[src/rtl/back_pressure_pkg.sv]
// Shared types and constants for the back-pressure ready-pattern generator.
package back_pressure_pkg;

  localparam int unsigned BP_LFSR_W   = 16;
  localparam int unsigned BP_THRESH_W = 8;
  localparam int unsigned BP_MODE_W   = 2;

  localparam logic [BP_LFSR_W-1:0] BP_LFSR_MASK = 16'hB400;
  localparam logic [BP_LFSR_W-1:0] BP_RST_SEED  = 16'hACE1;

  typedef enum logic [BP_MODE_W-1:0] {
    BP_READY  = 2'd0,
    BP_NEVER  = 2'd1,
    BP_DUTY   = 2'd2,
    BP_RANDOM = 2'd3
  } bp_mode_e;

  typedef enum logic {
    BP_ON  = 1'b0,
    BP_OFF = 1'b1
  } bp_duty_state_e;

  // One Galois step: shift right, fold the mask in when a one falls out.
  function automatic logic [BP_LFSR_W-1:0] bp_lfsr_step(input logic [BP_LFSR_W-1:0] s);
    return s[0] ? ((s >> 1) ^ BP_LFSR_MASK) : (s >> 1);
  endfunction

  // The all-zero state would lock the LFSR, so it is never loaded.
  function automatic logic [BP_LFSR_W-1:0] bp_seed_fix(input logic [BP_LFSR_W-1:0] s);
    return (s == '0) ? BP_LFSR_W'(1) : s;
  endfunction

endpackage

[src/rtl/bp_chan.sv]
// One back-pressure channel: mode/config registers, DUTY FSM, LFSR, tready flop, counters.
// Stall counter is present only when BACK_PRESSURE_GEN_STATS_EN is defined.
module bp_chan
  import back_pressure_pkg::*;
#(
  parameter int unsigned CH    = 0,
  parameter int unsigned CW    = 8,
  parameter int unsigned CNT_W = 32
) (
  input  logic                   aclk,
  input  logic                   arst,
  input  logic                   cfg_load,
  input  logic [BP_MODE_W-1:0]   cfg_mode,
  input  logic [CW-1:0]          cfg_on_len,
  input  logic [CW-1:0]          cfg_off_len,
  input  logic [BP_THRESH_W-1:0] cfg_thresh,
  input  logic [BP_LFSR_W-1:0]   cfg_seed,
  input  logic                   tvalid,
  output logic                   tready,
  output logic [CNT_W-1:0]       beat_cnt,
  output logic [CNT_W-1:0]       stall_cnt
);

  localparam logic [BP_LFSR_W-1:0] CH_SALT = BP_LFSR_W'(CH);

  bp_mode_e              r_mode,    w_mode_nxt;
  logic [CW-1:0]         r_on_len,  w_on_len_nxt;
  logic [CW-1:0]         r_off_len, w_off_len_nxt;
  logic [BP_THRESH_W-1:0] r_thresh, w_thresh_nxt;
  bp_duty_state_e        r_state,   w_state_nxt;
  logic [CW-1:0]         r_cnt,     w_cnt_nxt;
  logic [BP_LFSR_W-1:0]  r_lfsr,    w_lfsr_nxt;
  logic                  r_tready,  w_tready_nxt;
  logic [CNT_W-1:0]      r_beat,    w_beat_nxt;

  // ON phase lasts max(len,1) cycles; the counter holds remaining cycles minus one.
  function automatic logic [CW-1:0] on_reload(input logic [CW-1:0] len);
    return (len == '0) ? '0 : len - CW'(1);
  endfunction

  always_ff @(posedge aclk) begin
    if (arst) begin
      r_mode    <= BP_READY;
      r_on_len  <= CW'(1);
      r_off_len <= CW'(1);
      r_thresh  <= '0;
      r_state   <= BP_ON;
      r_cnt     <= '0;
      r_lfsr    <= BP_RST_SEED ^ CH_SALT;
      r_tready  <= 1'b0;
      r_beat    <= '0;
    end else begin
      r_mode    <= w_mode_nxt;
      r_on_len  <= w_on_len_nxt;
      r_off_len <= w_off_len_nxt;
      r_thresh  <= w_thresh_nxt;
      r_state   <= w_state_nxt;
      r_cnt     <= w_cnt_nxt;
      r_lfsr    <= w_lfsr_nxt;
      r_tready  <= w_tready_nxt;
      r_beat    <= w_beat_nxt;
    end
  end

  // tready is always derived from the next mode state, so it tracks the registered LFSR/phase.
  always_comb begin
    w_mode_nxt    = r_mode;
    w_on_len_nxt  = r_on_len;
    w_off_len_nxt = r_off_len;
    w_thresh_nxt  = r_thresh;
    w_state_nxt   = r_state;
    w_cnt_nxt     = r_cnt;
    w_lfsr_nxt    = bp_lfsr_step(r_lfsr);
    w_tready_nxt  = 1'b0;
    w_beat_nxt    = r_beat + CNT_W'(tvalid & r_tready);

    if (cfg_load) begin
      w_mode_nxt    = bp_mode_e'(cfg_mode);
      w_on_len_nxt  = cfg_on_len;
      w_off_len_nxt = cfg_off_len;
      w_thresh_nxt  = cfg_thresh;
      w_state_nxt   = BP_ON;
      w_cnt_nxt     = on_reload(cfg_on_len);
      w_lfsr_nxt    = bp_seed_fix(cfg_seed ^ CH_SALT);
      w_beat_nxt    = '0;
    end else if (r_mode == BP_DUTY) begin
      unique case (r_state)
        BP_ON: begin
          if (r_cnt != '0) begin
            w_cnt_nxt = r_cnt - CW'(1);
          end else if (r_off_len == '0) begin
            w_cnt_nxt = on_reload(r_on_len);
          end else begin
            w_state_nxt = BP_OFF;
            w_cnt_nxt   = r_off_len - CW'(1);
          end
        end
        BP_OFF: begin
          if (r_cnt != '0) begin
            w_cnt_nxt = r_cnt - CW'(1);
          end else begin
            w_state_nxt = BP_ON;
            w_cnt_nxt   = on_reload(r_on_len);
          end
        end
      endcase
    end

    unique case (w_mode_nxt)
      BP_READY:  w_tready_nxt = 1'b1;
      BP_NEVER:  w_tready_nxt = 1'b0;
      BP_DUTY:   w_tready_nxt = (w_state_nxt == BP_ON);
      BP_RANDOM: w_tready_nxt = (w_lfsr_nxt[BP_THRESH_W-1:0] < w_thresh_nxt);
    endcase
  end

  assign tready   = r_tready;
  assign beat_cnt = r_beat;

`ifdef BACK_PRESSURE_GEN_STATS_EN
  logic [CNT_W-1:0] r_stall, w_stall_nxt;

  // Saturating count of cycles where the producer waited on us.
  always_comb begin
    w_stall_nxt = r_stall;
    if (cfg_load) begin
      w_stall_nxt = '0;
    end else if (tvalid && !r_tready && (r_stall != '1)) begin
      w_stall_nxt = r_stall + CNT_W'(1);
    end
  end

  always_ff @(posedge aclk) begin
    if (arst) begin
      r_stall <= '0;
    end else begin
      r_stall <= w_stall_nxt;
    end
  end

  assign stall_cnt = r_stall;
`else
  assign stall_cnt = '0;
`endif

endmodule

[src/rtl/back_pressure_gen.sv]
// Per-channel programmable tready pattern generator with accepted-beat counters.
// Define BACK_PRESSURE_GEN_STATS_EN to build the saturating stall counters.
module back_pressure_gen
  import back_pressure_pkg::*;
#(
  parameter int unsigned NCH   = 4,
  parameter int unsigned CW    = 8,
  parameter int unsigned CNT_W = 32
) (
  input  logic                         aclk,
  input  logic                         arst,
  input  logic                         cfg_load,
  input  logic [BP_MODE_W*NCH-1:0]     cfg_mode,
  input  logic [CW*NCH-1:0]            cfg_on_len,
  input  logic [CW*NCH-1:0]            cfg_off_len,
  input  logic [BP_THRESH_W*NCH-1:0]   cfg_thresh,
  input  logic [BP_LFSR_W-1:0]         cfg_seed,
  input  logic [NCH-1:0]               tvalid,
  output logic [NCH-1:0]               tready,
  output logic [CNT_W*NCH-1:0]         beat_cnt,
  output logic [CNT_W*NCH-1:0]         stall_cnt
);

  for (genvar i = 0; i < NCH; i++) begin : g_chan
    bp_chan #(
      .CH    (i),
      .CW    (CW),
      .CNT_W (CNT_W)
    ) u_chan (
      .aclk        (aclk),
      .arst        (arst),
      .cfg_load    (cfg_load),
      .cfg_mode    (cfg_mode[BP_MODE_W*i +: BP_MODE_W]),
      .cfg_on_len  (cfg_on_len[CW*i +: CW]),
      .cfg_off_len (cfg_off_len[CW*i +: CW]),
      .cfg_thresh  (cfg_thresh[BP_THRESH_W*i +: BP_THRESH_W]),
      .cfg_seed    (cfg_seed),
      .tvalid      (tvalid[i]),
      .tready      (tready[i]),
      .beat_cnt    (beat_cnt[CNT_W*i +: CNT_W]),
      .stall_cnt   (stall_cnt[CNT_W*i +: CNT_W])
    );
  end

endmodule

[config.mk]
export PLATFORM = sky130hd
export DESIGN_NAME = back_pressure_gen
export DESIGN_NICKNAME = d
export VERILOG_FILES = /design/src/rtl/back_pressure_pkg.sv /design/src/rtl/bp_chan.sv /design/src/rtl/back_pressure_gen.sv
export SDC_FILE = /design/constraint.sdc
export NUM_CORES = 1
export LEC_CHECK = 0
export ABC_AREA = 1
export BUFFER_PORTS_ARGS = -buffer_cell sky130_fd_sc_hd__clkbuf_2
export CORE_ASPECT_RATIO = 0.5
export CORE_MARGIN = 1.5
export CORE_UTILIZATION = 49
export DETAILED_ROUTE_END_ITERATION = 7
export GPL_TIMING_DRIVEN = 0
export PLACE_DENSITY = 0.79
export SYNTH_ARGS = -nofsm -noshare
export SYNTH_HDL_FRONTEND = slang
export SYNTH_HIERARCHICAL = 1
export SYNTH_SLANG_ARGS = --single-unit
[constraint.sdc]
create_clock -name aclk -period 2.7 [get_ports aclk]
set_input_delay 0.135 -clock aclk [delete_from_list [all_inputs] [get_ports aclk]]
set_output_delay 0.135 -clock aclk [all_outputs]
set_load 0.1 [all_outputs]
Yosys cells after proc, flatten, opt, wreduce, memory -nomap -nowiden

Index checks and enable logic that the tools add are counted.

Add/subtract/negate cells: 20
Order comparisons: 4
Eq/ne operators: 16
Mux-type cells: 80
Bitwise operators: 19
Reductions and logical operators: 29

Operators by type and width:

| cell                  | number |
|---|---|
| $mux W8               | 32 |
| $mux W16              | 12 |
| $add A32 B32 Y32      | 4 |
| $sub A8 B1 Y8 const B | 16 |
| $logic_not A8 Y1      | 12 |
| $logic_not A16 Y1     | 4 |
| $pmux W8 S2           | 4 |
| $lt A8 B8 Y1          | 4 |
| $reduce_bool A8 Y1    | 4 |
| $eq A2 B2 Y1 const B  | 12 |
| $mux W1               | 20 |
| $not A3 Y4            | 4 |
| $pmux W1 S4           | 4 |
| $not A1 Y1            | 10 |
| $eq A2 B1 Y1 const B  | 4 |
| $logic_not A2 Y1      | 4 |
| $mux W2               | 4 |
| $pmux W1 S2           | 4 |
| $reduce_bool A2 Y1    | 4 |
| $and A1 B1 Y1         | 4 |
| $not A2 Y2            | 1 |
| $reduce_or A2 Y1      | 1 |

Bits in registers: 336
Bits of input ports: 127
Output and inout port bits: 260
Logic and storage cells: 204

Logic depth before layout (Yosys ltp)

Gate-level depths: netlist of run 1.

Depth after elaboration: 8
Gate-level depth with buffers: 17
Depth with buffers taken out: 17

Modules after synthesis

The synthesis of run 1 kept the hierarchy.

By module, submodules not included:

| module                     | instances | cells an instance | area each (um^2) | seq. area each (um^2) |
|---|---|---|---|---|
| bp_chan (g_chan[0].u_chan) | 1         | 648               | 4,699.5          | 1,681.6 |
| bp_chan (g_chan[1].u_chan) | 1         | 654               | 4,674.5          | 1,681.6 |
| bp_chan (g_chan[2].u_chan) | 1         | 646               | 4,638.2          | 1,681.6 |
| bp_chan (g_chan[3].u_chan) | 1         | 647               | 4,630.7          | 1,681.6 |

Worst setup path after synthesis of run 1

No wires, ideal clock.

Kind: register to register
Start: reg g_chan[2].u_chan.r_tready
End: reg g_chan[2].u_chan.r_beat[24]
Setup time: 0.111 ns
Data arrival time: 2.690 ns
Required time: 2.589 ns
Setup slack: -0.102 ns
Stages on the path, launching flop included: 16
Path buffers: 0
Period minus slack after synthesis: 2.802 ns
Cell sequence: dfxtp_1 -> nand2_1 -> inv_1 -> ha_1 -> ha_1 -> nand2_2 -> nor2_4 -> nand3_1 -> inv_1 -> nand2_2 -> nor3_2 -> nand3_2 -> nor3_2 -> nand3_1 -> nand2_1 -> nor2_2

Word-level cells in the longest chain between the ends: 2

RTL lines:

| what                   | RTL line      | source |
|---|---|---|
| start, declared        | bp_chan.sv:33 | `logic r_tready, w_tready_nxt;` |
| start signal, assigned | bp_chan.sv:60 | `r_tready <= w_tready_nxt;` |
| $and A1 B1 Y1          | bp_chan.sv:75 | `w_beat_nxt = r_beat + CNT_W'(tvalid & r_tready);` |
| $add A32 B32 Y32       | bp_chan.sv:75 |  |
| end signal, assigned   | bp_chan.sv:61 | `r_beat <= w_beat_nxt;` |
| end, declared          | bp_chan.sv:34 | `logic [CNT_W-1:0] r_beat, w_beat_nxt;` |

Every way passes these cells.
A chain may end at the register's enable or synchronous reset.

Worst setup path in the final report of run 1

Start: in cfg_load
End: reg g_chan[0].u_chan.r_tready

Word-level cells in the longest chain between the ends: 3
Elaborated cells between the ends (all ways): 11

RTL lines:

| what                               | RTL line                | source |
|---|---|---|
| start, declared                    | back_pressure_gen.sv:12 | `input logic cfg_load,` |
| $mux W16                           | bp_chan.sv:77           | `if (cfg_load) begin` |
| net g_chan[0].u_chan.w_lfsr_nxt[5] | bp_chan.sv:32           | `logic [BP_LFSR_W-1:0] r_lfsr, w_lfsr_nxt;` |
| $lt A8 B8 Y1                       | bp_chan.sv:113          | `BP_RANDOM: w_tready_nxt = (w_lfsr_nxt[BP_THRESH_W-1:0] < w_thresh_nxt);` |
| $pmux W1 S4                        | bp_chan.sv:109          | `unique case (w_mode_nxt)` |
| end signal, assigned               | bp_chan.sv:60           |  |
| end, declared                      | bp_chan.sv:33           |  |

The timed path passes the listed nets, and every way through them passes these cells.

==> summary.txt, run 1 <==
Worst setup path
  – CP Class: primary input to register
  – CP endpoint kind: register
  – Crit path max fanout: 16
  – WP data arrival: 2.95 ns
  – Worst EP required: 3.18 ns
  – Startpoint Class: primary input

Layout
  – NumNets Final: 3314
  – Register area: 0.00673 mm^2
  – Commonest non-fill, non-tap cells in the layout: 467 x nand2_1, 330 x dfxtp_1, 314 x nor2_1
  – Share of cells above drive strength 1: 0.183
  – Most common cell after layout, fill and taps aside: nand2_1
  – Fillers: 3252
  – Synthesis-to-finish area growth: 24.9%
  – Final Util: 0.622
  – Multi-input combinational cell area: 0.00998 mm^2

Place
  – RePlAce Congestion: 0.935
  – Port Buffers: 257
  – HPWL Detailed: 37100 um

Synth
  – EDFF count, synth: 0
  – Synth Warn #: 6
  – Unique masters post-synth: 57
  – Cells after Synth: 2595
  – Syn avg cell area: 7.18 um^2
  – Register area share after synthesis: 0.361
  – Mapped cell area: 0.0186 mm^2
  – Ys async rst share: 0
  – Count of state elements after synthesis: 336
  – Top_reg_cell synth: dfxtp_1

Worst hold path
  – Worst hold-check path type: primary input to register

STA
  – Worst slew pin tran: 0.809 ns
  – Sum Neg Setup Slack: 0 ns
  – Slew HR: 0.461
  – Final setup fails: 0
  – Hold Vio Cnt, Final: 0
  – Final Skew: 0.00836 ns
  – Final min period: 2.47 ns
  – Fmax: 0.405 GHz
  – Fin crit share: 0.914
  – Pins Over Slew Limit: 0
  – RSZ-0062 raised after global routing: no

Routing
  – Final WL: 51900 um
  – DR vias: 18800
  – Final ANT Viol Nets: 0
  – Post-DR vias/cell: 5.16
  – Initial DRC count: 1433
  – Drc violations: 0
  – 1st-pass router iterations: 6
  – Routed length per instance: 14.2 um

GRT
  – Initial antenna violation count: 5
  – First-pass GRT wire length: 83200 um
  – Vias in the first global route: 17400
  – Global route total overflow: 0
  – Largest net degree at the start of global routing: 16
  – Total global-route track usage: 0.253

Power
  – Pleak: 10.7 nW
  – Post-route total power: 12.7 mW
  – Power Density: 547 mW/mm^2
  – VDD IR max: 0.378 mV

Floorplan
  – Die Ht: 141 um
  – Initial Util: 0.498
  – Core Region: 0.0374 mm^2
  – Io pins: 387
  – Die span in x: 279 um
  – Die footprint: 0.0393 mm^2
  – Core Rows: 50

Clocking
  – Clock tree buffer depth: 3
  – Root Driver: clkbuf_16
  – CTS sink cnt: 336
  – Clk slew on worst S/H paths: 0.07 ns
  – Htree depth: 1
  – Worst-Skew Late Latency: 0.57 ns
  – Cts bufs inserted: 31
  – Setup Buffers After CTS: 0
  – CTS tree: done

Job
  – Max-cap violations: 0

Run status
  – Status: completed
## worst max-delay path, cell delays in order
cell and delay (ns):
dlygate4sd3_1 0.56, buf_2 0.18, inv_1 0.40, buf_1 0.41, nand2_1 0.13, nand2_1 0.10, ha_1 0.23, a21o_1 0.16
a21oi_1 0.13, nor2_1 0.06, nor4_1 0.21, nand2_1 0.09, a21oi_1 0.15
## power by group
part           internal, mW  switching [mW]
combinational         0.837            1.91
clock                  2.67            2.00
sequential             5.18           0.135
## logic make-up after synthesis
logic type / share of synthesized area
and+or+nand+nor: 0.276
buffers and inverters: 0.129
AOI/OAI and AO/OA: 0.144
DFF: 0.361
xor gates and xnor gates: 0.0319
adders and majority gates: 0.0403
muxes: 0.0172
other: 0.000805
## metrics by stage
stage,hold WS [ns],instance area [um^2],setup slack (ns),instances
finish,0.0135,23300,0.232,3650
global route,0.0284,23300,0.0148,3649
CTS,0.00339,23300,0.0857,3645
detailed placement,0.332,21000,0.0650,3470
global placement,0.332,21000,0.104,3470
floorplan,0.238,19100,0.0222,2719
## metal layers
metal / wire length, um / up-vias / GRT usage / part of all wire
met5: 0 / - / 0 / 0
met4: 1730 / 0 / 0.0941 / 0.033
met3: 3160 / 152 / 0.0330 / 0.061
met2: 25500 / 726 / 0.449 / 0.49
li1: - / 9301 / - / -
met1: 21500 / 8657 / 0.314 / 0.41
## flip-flops by register name (all words and copies together) (netlist names)
register,count
g_chan.u_chan/beat_cnt,128
g_chan.u_chan/r_cnt,32
g_chan.u_chan/r_lfsr,64
g_chan.u_chan/r_mode,8
g_chan.u_chan/r_off_len,32
g_chan.u_chan/r_on_len,32
g_chan.u_chan/r_state,4
g_chan.u_chan/r_thresh,32
g_chan.u_chan/tready,4
## synthesized netlist by cell type (all sizes together) (17+ instances only)
| cell | instances | area [um^2] |
|---|---|---|
| nand3 | 144 | 783 |
| nor3 | 67 | 424 |
| xor2 | 45 | 394 |
| xnor2 | 23 | 201 |
| or2 | 17 | 106 |
| a21oi | 182 | 911 |
| nor2 | 343 | 1500 |
| nand2 | 485 | 1890 |
| buf | 150 | 1060 |
| ha | 60 | 751 |
| dfxtp | 336 | 6730 |
| mux2i | 32 | 320 |
| nand4 | 35 | 295 |
| clkbuf | 42 | 158 |
| inv | 312 | 1170 |
| o21ai | 205 | 1050 |
## path summary, 6_finish.rpt
kind / from / end / slack, ns / cells after the start
worst max register to register: g_chan[0].u_chan/tready$_SDFF_PP0_ / g_chan[0].u_chan/beat_cnt[30]$_SDFF_PP0_ / 0.34 / 15
worst max-delay path: cfg_load / g_chan[0].u_chan/tready$_SDFF_PP0_ / 0.23 / 13
worst min-delay path: cfg_load / g_chan[2].u_chan/r_thresh[0]$_SDFF_PP0_ / 0.01 / 3
worst min register to register: g_chan[0].u_chan/r_lfsr[12]$_SDFF_PP0_ / g_chan[0].u_chan/r_lfsr[11]$_SDFF_PP1_ / 0.44 / 2
## cell type report
type | count | share of cell area
multi-input combinational | 1876 | 0.429
sequential | 336 | 0.289
timing repair buffer | 376 | 0.106
buffer | 191 | 0.0521
inverter | 315 | 0.0508
clock buffer | 41 | 0.0379
tap | 494 | 0.0265
clock inverter | 15 | 0.00774
antenna | 6 | 0.000645
## timing repair
action                                 CTS  global route
endpoints found under the hold margin  156             0
setup endpoints to repair                0             1
hold buffers                           119             0
gates resized for setup                  0             0
Power figures use the tool's default switching activity.
==> inputs of run 2 (changes only) <==
--- a/config.mk
+++ b/config.mk
@@ -6,5 +6,4 @@
 export NUM_CORES = 1
 export LEC_CHECK = 0
-export ABC_AREA = 1
 export BUFFER_PORTS_ARGS = -buffer_cell sky130_fd_sc_hd__clkbuf_2
 export CORE_ASPECT_RATIO = 0.5
==> constraint.sdc (replaced) <==
create_clock -name aclk -period 2.7 [get_ports aclk]
set_input_delay 0.81 -clock aclk [delete_from_list [all_inputs] [get_ports aclk]]
set_output_delay 0.81 -clock aclk [all_outputs]
set_load 0.1 [all_outputs]
==> summary.txt, run 2 <==
Clocking
  – CTS sink cnt: 336
  – Root Driver: clkbuf_16
  – Htree depth: 1
  – CTS tree: done
  – Clk slew on worst S/H paths: 0.07 ns
  – Clock tree buffer depth: 3
  – Setup Buffers After CTS: 0
  – Hold Buf Count CTS: 0
  – Worst-Skew Late Latency: 0.59 ns
  – Cts bufs inserted: 31

Floorplan
  – Initial Util: 0.501
  – Core Region: 0.0361 mm^2
  – Io pins: 387
  – Die span in x: 275 um
  – Die footprint: 0.0381 mm^2
  – Core Rows: 49
  – Die Ht: 139 um

Routing
  – Initial DRC count: 1045
  – 1st-pass router iterations: 6
  – Final ANT Viol Nets: 0
  – Final WL: 47800 um
  – Routed length per instance: 16.0 um
  – DR vias: 16100
  – Post-DR vias/cell: 5.37
  – Drc violations: 0

Power
  – VDD IR max: 0.516 mV
  – Pleak: 9.61 nW
  – Power Density: 591 mW/mm^2

Worst setup path
  – WP data arrival: 3.02 ns
  – R2R Path End: g_chan[3].u_chan/beat_cnt[30]$_SDFF_PP0_
  – Crit path max fanout: 19
  – Reg2Reg Depth: 9
  – R2R setup slack: 0.39 ns
  – CP endpoint kind: register
  – Worst EP required: 3.17 ns
  – Startpoint Class: primary input
  – Worst Setup SP: cfg_load
  – CP Class: primary input to register
  – R2r startpoint: g_chan[3].u_chan/tready$_SDFF_PP0_

Layout
  – Commonest non-fill, non-tap cells in the layout: 332 x dfxtp_1, 300 x nor2_1, 258 x clkbuf_2
  – NumNets Final: 2666
  – Final Util: 0.598
  – Most common cell after layout, fill and taps aside: dfxtp_1
  – Share of cells above drive strength 1: 0.212
  – Number of flip-flops in the largest register: 128
  – Synthesis-to-finish area growth: 19.3%

Worst hold path
  – Hold Crit Start: g_chan[3].u_chan/r_lfsr[9]$_SDFF_PP0_
  – Worst hold-check path type: register to register
  – WHS Endpoint: g_chan[3].u_chan/r_lfsr[8]$_SDFF_PP0_
  – WHS Path Cells: 1

STA
  – Slew HR: 0.457
  – Worst setup margin: 0.148 ns
  – Pins Over Slew Limit: 0
  – Final Skew: 0.0252 ns
  – Hold Vio Cnt, Final: 0
  – Final setup fails: 0
  – Fin crit share: 0.945
  – Fmax: 0.392 GHz
  – RSZ-0062 raised after global routing: yes
  – Final min period: 2.55 ns
  – Sum Neg Setup Slack: 0 ns
  – Worst slew pin tran: 0.811 ns

Synth
  – Synth area leader: dfxtp_1
  – Count of state elements after synthesis: 336
  – Ranking of synthesized cells by area: dfxtp_1 37%, mux2i_1 6.5%, nor2_1 6.2%
  – EDFF count, synth: 0
  – Mapped cell area: 0.0181 mm^2
  – Top_reg_cell synth: dfxtp_1
  – Top cell type's share of synthesized area: 0.372
  – Syn avg cell area: 8.75 um^2
  – Post-synth top cells: 336 x dfxtp_1, 300 x nor2_1, 128 x buf_4
  – Ys async rst share: 0
  – Cells after Synth: 2068
  – Unique masters post-synth: 84
  – Register area share after synthesis: 0.372
  – Synth Warn #: 6
  – Most common cell in the netlist: dfxtp_1

Job
  – Max-cap violations: 0

GRT
  – Global route total overflow: 0
  – Largest net degree at the start of global routing: 20
  – First-pass GRT wire length: 75400 um
  – Total global-route track usage: 0.240
  – Vias in the first global route: 14600
  – Initial antenna violation count: 4

Place
  – RePlAce Congestion: 0.922
  – Worst slack, placed: -0.960 ns
  – HPWL Detailed: 36100 um
  – Port Buffers: 257

Run status
  – Status: completed
run 2: kinds of logic (layout without fill, tap and decap cells):
kind of cell | count (synthesis) | after routing | synth area share
xor gates and xnor gates | 174 | 174 | 0.0843
DFF | 336 | 336 | 0.372
other | 4 | 132 | 0.000830
muxes | 147 | 147 | 0.0834
AOI/OAI and AO/OA | 278 | 278 | 0.107
buffers and inverters | 273 | 585 | 0.0870
and+or+nand+nor | 796 | 796 | 0.225
adders and majority gates | 60 | 60 | 0.0415
run 2: area by class of cell:
class / count / area [um^2]
antenna: 4 / 10.0
buffer: 202 / 1330
clock buffer: 40 / 860
clock inverter: 18 / 236
fill: 3189 / 14500
inverter: 68 / 255
multi-input combinational: 1583 / 10300
sequential: 336 / 6730
tap: 484 / 606
timing repair buffer: 257 / 1290
run 2: how the worst max path moves through the flow:
| stage | endpoint | slack (ns) | depth (start not counted) |
|---|---|---|---|
| 2_1_floorplan | g_chan[2].u_chan/tready$_SDFF_PP0_ | -0.02 | 9 |
| 3_3_place_gp | g_chan[0].u_chan/tready$_SDFF_PP0_ | -0.94 | 11 |
| 3_5_place_dp | g_chan[0].u_chan/tready$_SDFF_PP0_ | -0.96 | 11 |
| 4_1_cts | g_chan[0].u_chan/tready$_SDFF_PP0_ | 0.006 | 10 |
| 5_1_grt | g_chan[0].u_chan/tready$_SDFF_PP0_ | -0.03 | 10 |
| 6_report | g_chan[2].u_chan/tready$_SDFF_PP0_ | 0.15 | 9 |
run 2: repair_timing:
item | in CTS | in global routing
resized for setup | 4 | 9
setup endpoints to repair | 3 | 14
gates cloned | 0 | 0
run 2: stage by stage:
stage | cell area (um^2) | power (mW) | cells | hold slack (ns)
floorplan | 18600 | 7.55 | 2192 | 0.418
global placement | 20500 | 8.02 | 2933 | 0.422
finish | 21600 | 12.8 | 2992 | 0.453
CTS | 21500 | 12.8 | 2988 | 0.438
global route | 21600 | 13.3 | 2992 | 0.457
detailed placement | 20500 | 8.07 | 2933 | 0.437
run 2: report_power, final:
part / internal (mW) / switching (mW)
combinational: 0.830 / 1.81
clock: 2.74 / 2.01
sequential: 5.19 / 0.190
total: 8.75 / 4.01
run 2: worst max-delay path, stage by stage:
cell and delay, ns:
clkbuf_4 0.28, buf_6 0.25, buf_4 0.24, mux2i_1 0.29, ha_1 0.29, a211oi_1 0.31, a21boi_0 0.22, a311o_1 0.15
o2bb2ai_1 0.16
run 2: metal layers:
layer / global-route usage / part of all wire / vias to the layer above
met3: 0.0327 / 0.060 / 134
met5: 0 / 0 / -
met4: 0.102 / 0.040 / 0
li1: - / - / 7847
met2: 0.402 / 0.47 / 578
met1: 0.310 / 0.43 / 7495
